## src/rtl/ram_arbiter.sv

```systemverilog
// ram_arbiter: two-requester (CPU, DMA/copper) arbiter for a single-port
// synchronous RAM with a one-cycle read latency.
//
// Each grant runs one fixed four-state access:
//   IDLE -> ISSUE -> WAIT -> DONE -> IDLE
// The requester's command is latched at grant. ram_cs is high for the ISSUE
// cycle only. Read data is captured in WAIT, and the grantee's ready pulses in
// DONE. A request first seen in IDLE (cycle 0) therefore completes with ready
// in cycle 3. When both requesters are high in IDLE, grants alternate
// round-robin.
//
// Ports
//   clk, reset_n                  clock, asynchronous active-low reset
//   cpu_req / dma_req             request valid, held until ready is seen
//   cpu_address / dma_address     word address (ADDR_WIDTH bits)
//   cpu_wstrb / dma_wstrb         byte write strobes, 0 = read
//   cpu_write_data/dma_write_data write data
//   cpu_ready / dma_ready         one-cycle completion pulse
//   cpu_read_data / dma_read_data registered read result per requester
//   ram_cs, ram_address, ram_wstrb, ram_write_data  registered RAM command
//   ram_read_data                 RAM output, valid the cycle after ram_cs
//   busy                          high whenever the FSM is not in IDLE
module ram_arbiter #(
    parameter int unsigned ADDR_WIDTH = 14
) (
    input  logic                  clk,
    input  logic                  reset_n,

    input  logic                  cpu_req,
    input  logic [ADDR_WIDTH-1:0] cpu_address,
    input  logic [3:0]            cpu_wstrb,
    input  logic [31:0]           cpu_write_data,
    output logic                  cpu_ready,
    output logic [31:0]           cpu_read_data,

    input  logic                  dma_req,
    input  logic [ADDR_WIDTH-1:0] dma_address,
    input  logic [3:0]            dma_wstrb,
    input  logic [31:0]           dma_write_data,
    output logic                  dma_ready,
    output logic [31:0]           dma_read_data,

    output logic                  ram_cs,
    output logic [ADDR_WIDTH-1:0] ram_address,
    output logic [3:0]            ram_wstrb,
    output logic [31:0]           ram_write_data,
    input  logic [31:0]           ram_read_data,

    output logic                  busy
);

    localparam int unsigned DATA_W = 32;
    localparam int unsigned STRB_W = 4;

    // Grant encoding used by last_grant_q: 0 = CPU, 1 = DMA.
    localparam logic GRANT_CPU = 1'b0;
    localparam logic GRANT_DMA = 1'b1;

    typedef struct packed {
        logic [ADDR_WIDTH-1:0] addr;
        logic [STRB_W-1:0]     wstrb;
        logic [DATA_W-1:0]     data;
    } ram_cmd_t;

    typedef enum logic [1:0] {
        IDLE  = 2'd0,
        ISSUE = 2'd1,
        WAIT  = 2'd2,
        DONE  = 2'd3
    } state_t;

    state_t              state_q;
    ram_cmd_t            cmd_q;
    logic                last_grant_q;
    logic                ram_cs_q;
    logic                busy_q;
    logic                cpu_ready_q;
    logic                dma_ready_q;
    logic [DATA_W-1:0]   cpu_rdata_q;
    logic [DATA_W-1:0]   dma_rdata_q;

    ram_cmd_t            cpu_cmd_c;
    ram_cmd_t            dma_cmd_c;
    logic                grant_dma_c;
    ram_cmd_t            grant_cmd_c;

    // Requester commands packed for a single-mux latch at grant.
    always_comb begin
        cpu_cmd_c       = '0;
        dma_cmd_c       = '0;
        cpu_cmd_c.addr  = cpu_address;
        cpu_cmd_c.wstrb = cpu_wstrb;
        cpu_cmd_c.data  = cpu_write_data;
        dma_cmd_c.addr  = dma_address;
        dma_cmd_c.wstrb = dma_wstrb;
        dma_cmd_c.data  = dma_write_data;
    end

    // Round-robin pick: a lone requester always wins; on a tie the requester
    // that did not win last time gets the grant.
    always_comb begin
        grant_dma_c = dma_req && (!cpu_req || (last_grant_q == GRANT_CPU));
        grant_cmd_c = grant_dma_c ? dma_cmd_c : cpu_cmd_c;
    end

    // Access sequencer; every output is a register updated here.
    always_ff @(posedge clk or negedge reset_n) begin
        if (!reset_n) begin
            state_q      <= IDLE;
            cmd_q        <= '0;
            last_grant_q <= GRANT_DMA;
            ram_cs_q     <= 1'b0;
            busy_q       <= 1'b0;
            cpu_ready_q  <= 1'b0;
            dma_ready_q  <= 1'b0;
            cpu_rdata_q  <= '0;
            dma_rdata_q  <= '0;
        end else begin
            cpu_ready_q <= 1'b0;
            dma_ready_q <= 1'b0;

            case (state_q)
                IDLE: begin
                    if (cpu_req || dma_req) begin
                        last_grant_q <= grant_dma_c;
                        cmd_q        <= grant_cmd_c;
                        ram_cs_q     <= 1'b1;
                        busy_q       <= 1'b1;
                        state_q      <= ISSUE;
                    end
                end

                ISSUE: begin
                    ram_cs_q <= 1'b0;
                    state_q  <= WAIT;
                end

                // RAM data for the ISSUE-cycle read is valid now; writes leave
                // both read registers untouched.
                WAIT: begin
                    if (cmd_q.wstrb == STRB_W'(0)) begin
                        if (last_grant_q == GRANT_DMA) begin
                            dma_rdata_q <= ram_read_data;
                        end else begin
                            cpu_rdata_q <= ram_read_data;
                        end
                    end
                    cpu_ready_q <= (last_grant_q == GRANT_CPU);
                    dma_ready_q <= (last_grant_q == GRANT_DMA);
                    state_q     <= DONE;
                end

                DONE: begin
                    busy_q  <= 1'b0;
                    state_q <= IDLE;
                end

                default: begin
                    ram_cs_q <= 1'b0;
                    busy_q   <= 1'b0;
                    state_q  <= IDLE;
                end
            endcase
        end
    end

    assign cpu_ready      = cpu_ready_q;
    assign dma_ready      = dma_ready_q;
    assign cpu_read_data  = cpu_rdata_q;
    assign dma_read_data  = dma_rdata_q;
    assign ram_cs         = ram_cs_q;
    assign ram_address    = cmd_q.addr;
    assign ram_wstrb      = cmd_q.wstrb;
    assign ram_write_data = cmd_q.data;
    assign busy           = busy_q;

    // Structural invariants of the sequencer.
    a_ready_onehot: assert property (@(posedge clk) disable iff (!reset_n)
        !(cpu_ready_q && dma_ready_q));
    a_cs_in_issue: assert property (@(posedge clk) disable iff (!reset_n)
        ram_cs_q == (state_q == ISSUE));
    a_busy_state: assert property (@(posedge clk) disable iff (!reset_n)
        busy_q == (state_q != IDLE));

endmodule

```

## config.mk

```make
export PLATFORM = sky130hd
export DESIGN_NAME = ram_arbiter
export DESIGN_NICKNAME = d
export VERILOG_FILES = /design/src/rtl/ram_arbiter.sv
export SDC_FILE = /design/constraint.sdc
export NUM_CORES = 1
export LEC_CHECK = 0
export BUFFER_PORTS_ARGS = -buffer_cell sky130_fd_sc_hd__buf_2
export CAP_MARGIN = 0
export CORE_MARGIN = 2
export CORE_UTILIZATION = 40
export DETAILED_ROUTE_END_ITERATION = 8
export PLACE_DENSITY = 0.71
export SLEW_MARGIN = 15
export SYNTH_ARGS = -nofsm -noshare
export SYNTH_HDL_FRONTEND = slang
export SYNTH_SLANG_ARGS = --single-unit
export TNS_END_PERCENT = 10
```

## constraint.sdc

```tcl
create_clock -name clk -period 1.95 [get_ports clk]
set_clock_uncertainty 0.05 [all_clocks]
set_input_delay 0.2925 -clock clk [delete_from_list [all_inputs] [get_ports clk]]
set_output_delay 0.2925 -clock clk [all_outputs]
set_load 0.02 [all_outputs]
```

; ---- Yosys cells after proc, flatten, opt, wreduce, memory -nomap -nowiden
; Index checks and enable logic that the tools add are counted.
; W data, S select, Z words.
[totals]
latchBits = 0
elab_cells = 37
mem_count = 0
ff_bits = 121
mem_bits_rw = 0
rom_bits = 0
[op_classes]
div_mod_pow = 0
muxes = 8
eq_ne = 4
n_shift = 0
n_addsub = 0
bitwise = 1
reduce_logical = 13
multipliers = 0
order_cmp = 0
[op_table]
columns = cell, n
row1 = $mux W50, 1
row2 = $pmux W2 S4, 1
row3 = $reduce_and A2 Y1, 3
row4 = $reduce_and A3 Y1, 2
row5 = $eq A2 B2 Y1 const B, 2
row6 = $logic_not A4 Y1, 1
row7 = $pmux W1 S2, 2
row8 = $reduce_bool A2 Y1, 2
row9 = $mux W1, 3
row10 = $eq A2 B1 Y1 const B, 1
row11 = $logic_not A2 Y1, 1
row12 = $logic_or A1 B1 Y1, 2
row13 = $mux W2, 1
row14 = $ne A2 B2 Y1 const B, 1
row15 = $logic_and A1 B1 Y1, 1
row16 = $logic_not A1 Y1, 1
row17 = $not A1 Y1, 1

; ---- Longest topological paths before layout
; Gate-level depths: netlist of the first run.
[logic_depth]
ltp_word = 4
mapped_depth = 7
mapped_depth_nobuf = 5

; ---- Worst setup path before layout of the first run
; OpenSTA, ideal clock, no wires.
[synth_path]
path_type = register to register
from = register cmd_q (netlist bit ram_wstrb[1])
to = register dma_rdata_q[10], in the netlist dma_read_data[10]
t_arrival_ps = 1510
period_less_slack_ps = 1685
slack_ps = 265
setup_time_ps = 125
path_buffers = 2
stages_incl_launch_ff = 6
path_cell_list = dfrtp_1 > nor4_4 > and2_1 > buf_6 > buf_12 > mux2_4
[synth_between]
elab_chain_cells = 2
[synth_lines]
columns = item, line_no
row1 = from (decl), 73  ; ram_cmd_t cmd_q;
row2 = from (signal assigned), 126  ; cmd_q <= grant_cmd_c;
row3 = $logic_not A4 Y1, 141  ; if (cmd_q.wstrb == STRB_W'(0)) begin
row4 = $reduce_and A3 Y1 (no line), --
row5 = to (signal assigned), 143  ; dma_rdata_q <= ram_read_data;
row6 = to (decl), 80  ; logic [DATA_W-1:0] dma_rdata_q;
; No other way between the ends.
; A chain may end at the register's enable or synchronous reset.

; ---- Worst setup path after layout of the first run
[layout_path]
from = register state_q[0]
to = register dma_rdata_q[26], in the netlist dma_read_data[26]
[layout_between]
elab_chain_cells = 2
[layout_lines]
columns = item, line_no
row1 = from (decl), 72  ; state_t state_q;
row2 = from (signal assigned), 109  ; state_q <= IDLE;
row3 = from (signal assigned), 129  ; state_q <= ISSUE;
row4 = from (signal assigned), 135  ; state_q <= WAIT;
row5 = $eq A2 B2 Y1, 122  ; case (state_q)
row6 = $reduce_and A3 Y1 (no line), --
; No other way between the ends.

==> impl_results.md, run 1 <==
- Outcome: finished clean
- Power per Cell Area: 1720 mW/mm²
- Initial Util: 40.8%
- Final setup fails: 0
- Max-slew headroom: 70.2%
- Yosys top cell area share: 58.3%
- R2r startpoint: state_q[0]
- Clk slew on worst S/H paths: 50 ps
- Clock power frac: 25.0%
- CP max FO: 15
- Number of global-route vias before repair: 4403
- Final Power: 12.5 mW
- CTS tree: done
- RSZ-0062 raised after global routing: no
- Clk sinks: 121
- Largest net degree at the start of global routing: 52
- GP Congestion: 0.788
- Actual slew at the worst max-slew pin: 447 ps
- DIE AREA: 0.0138 mm²
- Tot GR Track Use: 20.2%
- Cell count of the worst reg-to-reg path: 6
- Post-DP HPWL: 9700 µm
- Fin crit share: 95.7%
- Synth Cell Area: 0.00515 mm²
- Critical path arrival: 2110 ps
- Mean cell area of the mapped netlist: 11.7 µm²
- Register area: 0.00303 mm²
- Area post-placement: 0.00666 mm²
- Row count: 41
- Met3 Use GR: 6.06%
- YS warnings: 0
- Post-route antenna net violation count: 0
- Ranking of synthesized cells by area: dfrtp_1 58%, mux2_4 8.7%, nand2_1 7.4%, mux2_2 6.8%, a31oi_1 6.2%
- Layout cell share with drive strength beyond 1: 51.3%
- Setup Buffers After CTS: 0
- Drt first-iter violations: 294
- Drt drc: 0
- Fin. Hold Viols: 0
- Die H: 117 µm
- Leak pwr: 3.70 nW
- Gr busiest metal: met2
- Max IR drop VDD: 0.813 mV
- Yosys cell types: 24
- I/O Buffers: 253
- Seq cells post-synth: 121
- Routed WL: 13300 µm
- Via count: 4311
- Reg2reg end: dma_read_data[26]
- Worst setup path startpoint: state_q[0]
- Mapped Nets: 582
- CTS buffer count: 17
- CTS H-tree depth: 4
- Required time worst endpoint: 2190 ps
- Min Tclk post-route: 1870 ps
- Setup slack, reg-to-reg: 80 ps
- Design area: 0.00726 mm²
- Cells after Synth: 441
- Area of the multi-input gates: 0.00193 mm²
- Maximum clock path buffer count: 2
- Switching power: 4.74 mW
- Synth-to-layout area growth: 41.0%
- Commonest non-fill, non-tap cell in the layout: buf_2
- Most frequent cells in the layout: 252 x buf_2, 120 x dfrtp_1, 102 x nand2_1, 52 x nor2_1, 51 x a31oi_1
- Io pins: 254
- Final number of max-transition violations: 0
- Hold Slack: 62.7 ps
- CP endpoint kind: flip-flop
- Hold crit path type: in2reg
- # fillers: 1063
- Drt wl/cell: 15.0 µm
- Initial antenna violation count: 0
- Clk root buf: clkbuf_16
- Die W: 117 µm
- Met1 Use GR: 24.8%
- Fmax: 536 MHz
- Seq pwr share: 34.9%
- Hold Startpoint: ram_read_data[4]
- Worst setup path endpoint: dma_read_data[26]
- First-pass GRT wire length: 22100 µm
- Max_cap viols: 0
- TritonRoute pass-1 iters: 4
- Final net count: 842
- Combinational share of power: 40.1%
- Core box area: 0.0126 mm²
- Met2 Use GR: 33.6%
- Internal power: 7.72 mW
- Startpoint Class: flip-flop
- Total congestion overflow: 0
- Clk_lat worst skew: 410 ps
- Switching share of power: 38.0%
- Register area share after synthesis: 58.8%
- Vias/cell: 4.86
- Crit path kind: reg2reg
- Cell taking the most area after synthesis: dfrtp_1
- Setup TNS: 0 ps
==> final cells by class <==
cell class | instances | share of cell area, %
sequential | 121 | 41.7
antenna | 1 | 0.0345
clock buffer | 25 | 6.96
timing repair buffer | 270 | 20.5
tap | 172 | 2.96
clock inverter | 7 | 1.22
multi-input combinational | 289 | 26.5
inverter | 2 | 0.103
==> power groups by stage <==
stage	Combinational, mW	Sequential [mW]	Clock, mW
floorplan	1.79	5.69	0
global placement	4.92	4.31	0
detailed placement	5.03	4.36	0
CTS	5.05	4.35	3.17
global route	5.38	4.49	3.30
finish	5.00	4.35	3.12
==> flip-flops by register name, summed over array words and instances, names as in the netlist <==
register,flops
ram_wstrb,4
state_q,2
dma_ready,1
ram_cs,1
last_grant_q,1
cpu_read_data,32
dma_read_data,32
busy,1
ram_write_data,32
cpu_ready,1
ram_address,14
==> cell families after synthesis <==
family	after synthesis	synth area share, %
adders and majority gates	5	1.21
and+or+nand+nor	161	12.4
AOI/OAI and AO/OA	58	7.14
DFF	121	58.8
buffers and inverters	31	4.10
muxes	65	16.4
==> synthesized netlist by cell type (all sizes together) <==
| master | count |
|---|---|
| nor3b | 1 |
| nand2 | 103 |
| clkbuf | 9 |
| dfstp | 1 |
| nor4 | 1 |
| ha | 5 |
| and2 | 2 |
| a31oi | 51 |
| nor3 | 1 |
| nor2 | 52 |
| nor2b | 1 |
| dfrtp | 120 |
| o21a | 1 |
| mux2 | 65 |
| a21oi | 4 |
| a21boi | 1 |
| buf | 20 |
| inv | 2 |
| a21bo | 1 |
==> layer usage <==
layer | wire [µm] | vias to the layer above
met5 | 0 | -
met4 | 180 | 0
met3 | 936 | 17
met2 | 6580 | 188
met1 | 5640 | 2074
li1 | - | 2032
==> worst max-delay path, stage by stage (launching register included) <==
cell	delay, ps
dfrtp_1	400
inv_1	90
ha_1	190
and2_1	140
and2_2	320
buf_12	220
mux2_4	320
==> through the flow <==
step	util [%]	cells	setup slack, ps
2_1_floorplan	-	441	265
3_3_place_gp	52.7	853	156
3_5_place_dp	52.7	853	84.4
4_1_cts	57.5	886	77.9
5_1_grt	57.5	886	4.58
6_report	57.6	887	83.9
==> repair_timing <==
item / 4_1_cts / 5_1_grt
hold buffers: 1 / 0
hold endpoints to repair: 31 / 0
gates resized for setup: 0 / 0
==> worst min-delay path by stage <==
stage / endpoint / slack (ps) / cells after the start
3_3_place_gp: cpu_read_data[0] / 220 / 1
3_5_place_dp: cpu_read_data[0] / 220 / 1
5_1_grt: cpu_read_data[2] / 50 / 2
6_report: cpu_read_data[4] / 60 / 2
2_1_floorplan: busy / -50 / 0
4_1_cts: cpu_read_data[4] / 40 / 2
No activity file was read; power rests on OpenSTA's default activity.
==> run 2, diff against run 1 <==
--- a/config.mk
+++ b/config.mk
@@ -5,12 +5,14 @@
 export SDC_FILE = /design/constraint.sdc
 export NUM_CORES = 1
 export LEC_CHECK = 0
+export ABC_AREA = 1
 export BUFFER_PORTS_ARGS = -buffer_cell sky130_fd_sc_hd__buf_2
 export CAP_MARGIN = 0
 export CORE_MARGIN = 2
 export CORE_UTILIZATION = 40
+export CTS_BUF_LIST = sky130_fd_sc_hd__clkbuf_2
 export DETAILED_ROUTE_END_ITERATION = 8
-export PLACE_DENSITY = 0.71
+export PLACE_DENSITY = 0.69
 export SLEW_MARGIN = 15
 export SYNTH_ARGS = -nofsm -noshare
 export SYNTH_HDL_FRONTEND = slang
==> run 2 against run 1 <==
Effect of this change: routed wire length up 49%; sequential share of layout area down 7.8 points; sequential power up 4%; clock power shrank 37%; highest routed layer unchanged; synthesized cell count increased by 71%; first-iteration DRC count rose by 82%; critical endpoint is now ram_wstrb[0]; sequential cell count did not move; via count is 53% higher.
==> impl_results.md, run 2 <==
- Delay-heaviest family, CP: flip-flops
- CP endpoint kind: output port
- Seq cells post-synth: 121 (unchanged)
- Setup slack, reg-to-reg: 320 ps (+240 ps)
- Actual slew at the worst max-slew pin: 663 ps (+216 ps)
- Commonest cells post-synth: 288 x nand2_1, 120 x dfrtp_1, 108 x inv_1, 101 x nand3_1, 64 x nand4_1
- Via count: 6593 (+53%)
- Final setup fails: 0 (unchanged)
- Design area: 0.00893 mm² (+23%)
- Slowest stage delay, CP: 460 ps (+60 ps)
- Leak pwr: 5.09 nW (+38%)
- Max_cap viols: 0 (unchanged)
- Fin. Hold Viols: 0 (unchanged)
- Vias/cell: 4.99 (+2.6%)
- Outcome: finished clean
- Core box area: 0.0144 mm² (+14%)
- Yosys cell types: 18 (-25%)
- Register area share after synthesis: 52.1% (-6.7 points)
- Commonest non-fill, non-tap cell in the layout: nand2_1
- CTS H-tree depth: 4 (unchanged)
- Cell count of the worst reg-to-reg path: 8 (+2)
- GP Congestion: 0.819 (+3.8%)
- Fin crit share: 85.3% (-10 points)
- Die W: 125 µm (+6.1%)
- CTS buffer count: 17 (unchanged)
- Drt wl/cell: 15.0 µm (-0.28%)
- Layout cell share with drive strength beyond 1: 27.4% (-24 points)
- Power per Cell Area: 1460 mW/mm² (-15%)
- Setup TNS: 0 ps (unchanged)
- Row count: 44 (+7.3%)
- Largest net degree at the start of global routing: 122 (+130%)
- Worst setup path startpoint: ram_wstrb[0]
- Number of global-route vias before repair: 6569 (+49%)
- Drt first-iter violations: 534 (+82%)
- YS warnings: 0 (unchanged)
- RSZ-0062 raised after global routing: no
- Clk slew on worst S/H paths: 170 ps (+120 ps)
- Setup Buffers After CTS: 0 (unchanged)
- Cell taking the most area after synthesis: dfrtp_1
- Synth Area in Compound Gates: 0.495% (-6.6 points)
- Crit path cell chain: buf_2
- Yosys top cell area share: 51.6% (-6.7 points)
- Fmax: 601 MHz (+12%)
- Area post-placement: 0.00728 mm² (+9.4%)
- Critical path arrival: 1320 ps (-790 ps)
- First-pass GRT wire length: 32500 µm (+47%)
- Initial Util: 40.5% (-0.34 points)
- Drt drc: 0 (unchanged)
- Hold crit path type: in2reg
- Largest family of logic cells by synthesized area: simple AND/OR/NAND/NOR gates
- Adder-cell area share of the yosys netlist: 1.08% (-0.14 points)
- Ranking of synthesized cells by area: dfrtp_1 52%, nand2_1 19%, nand3_1 8.7%, inv_1 7.0%, nand4_1 6.9%
- Initial antenna violation count: 1 (+1)
- Max IR drop VDD: 0.762 mV (-6.3%)
- Ys async rst share: 100% (unchanged)
- Post-DP HPWL: 11200 µm (+15%)
- Final net count: 1265 (+50%)
- Synth-to-layout area growth: 53.4%
- Tot GR Track Use: 25.8% (+5.6 points)
- Maximum clock path buffer count: 2 (unchanged)
- Most frequent cells in the layout: 288 x nand2_1, 252 x buf_2, 134 x dlygate4sd3_1, 120 x dfrtp_1, 108 x inv_1
- Buf/Inv on CP: 1 (-1)
- Ys flop type: dfrtp_1
- Slowest cell on the critical path: dfrtp_1
- I/O Buffers: 253 (unchanged)
- Clk sinks: 121 (unchanged)
- Mean cell area of the mapped netlist: 7.73 µm² (-34%)
- Final number of max-transition violations: 0 (unchanged)
- Reg2reg end: dma_read_data[5]
- Synth Area in XOR/XNOR: 0% (unchanged)
- Number of cells on the critical path: 1 (-5)
- Worst setup path endpoint: ram_wstrb[0]
- Mux share of post-synthesis cell area: 0% (-16 points)
- DIE AREA: 0.0155 mm² (+12%)
- TritonRoute pass-1 iters: 7 (+3)
- Die H: 125 µm (+6.1%)
- Total congestion overflow: 0 (unchanged)
- Cells after Synth: 753 (+71%)
- Io pins: 254 (unchanged)
- Top-count cell post-synth: nand2_1
- Crit path kind: reg2out
- Post-synth EDFFs: 0 (unchanged)
- Clk_lat worst skew: 660 ps (+250 ps)
- Min Tclk post-route: 1660 ps (-202 ps)
- Routed WL: 19800 µm (+49%)
- Mapped Nets: 894 (+54%)
- Clk root buf: clkbuf_2
- Post-route antenna net violation count: 0 (unchanged)
- CTS tree: done
- # fillers: 1145 (+7.7%)
- Startpoint Class: flip-flop
- R2r startpoint: state_q[0]
- Synth Cell Area: 0.00582 mm² (+13%)
- Max-slew headroom: 55.8% (-14 points)
- Simple-gate area share of the yosys netlist: 35.1% (+23 points)
- CP max FO: 3 (-12)
- Required time worst endpoint: 1610 ps (-580 ps)
- Final core utilization: 62.1% (+4.6 points)
-- run 2: cell count changes in the layout (fill, tap and decap cells not counted), sizes merged, moves of 2 or more --
| cell | before | now |
|---|---|---|
| o21ai | 0 | 5 |
| dlygate4sd3 | 1 | 134 |
| nand3 | 0 | 102 |
| and2 | 2 | 0 |
| a21oi | 4 | 0 |
| nor2 | 52 | 5 |
| nand4 | 0 | 64 |
| nand2 | 103 | 290 |
| a31oi | 51 | 0 |
| clkbuf | 25 | 20 |
| mux2 | 65 | 0 |
| bufinv | 2 | 5 |
| inv | 2 | 110 |
-- run 2: worst min path at each step --
| stage | slack, ps | endpoint | cells after the start | start |
|---|---|---|---|---|
| final | 130 | last_grant_q | 4 | dma_req |
| after global routing | 40 | last_grant_q | 4 | dma_req |
| after CTS | 40 | state_q[1] | 4 | dma_req |
| after detailed placement | 400 | dma_read_data[6] | 2 | reset_n |
| after global placement | 400 | dma_read_data[6] | 2 | reset_n |
| after floorplan | -50 | busy | 0 | reset_n |
-- run 2: area by class of cell --
cell class	instances	area [µm²]	area share, %
diodes	1	2.50	0.0280
well taps	184	230	2.58
repair buffers	404	2800	31.4
clock inverters	12	198	2.21
clock buffers	20	100	1.12
multi-input cells	471	2160	24.2
inverters	109	409	4.58
flip-flops and latches	121	3030	33.9
-- run 2: report_power, final --
group          total, mW  switching, mW  internal [mW]
clock network       1.96          0.972          0.986
logic               6.58           4.39           2.19
registers           4.54          0.774           3.76
total               13.1           6.14           6.94
-- run 2: kinds of logic after synthesis --
family          after synthesis
fa+ha+maj                     5
flops                       121
simple gates                461
compound gates                5
buf+inv                     161
-- run 2: metrics by stage --
| step | hold WS (ps) | cells | power [mW] | worst slack [ps] |
|---|---|---|---|---|
| final | 130 | 1322 | 13.1 | 286 |
| after global routing | 44.1 | 1322 | 14.0 | 107 |
| after CTS | 37.7 | 1321 | 13.1 | 175 |
| after detailed placement | 402 | 1155 | 10.9 | 340 |
| after global placement | 402 | 1155 | 10.8 | 395 |
| after floorplan | -53.1 | 753 | 8.53 | 519 |
-- run 2: what timing repair did --
action                    in CTS  in global routing
hold endpoints to repair     236                  0
resized for setup              0                  0
hold buffers                 134                  0
-- run 2: layer usage --
metal	share of wire, %	up-vias	GRT usage, %	wire length, µm
li1	-	3103	-	-
met1	40	3025	32.8	7960
met2	48	415	41.2	9450
met3	9.3	50	7.77	1840
met4	2.9	0	10.8	575
met5	0	-	0	0
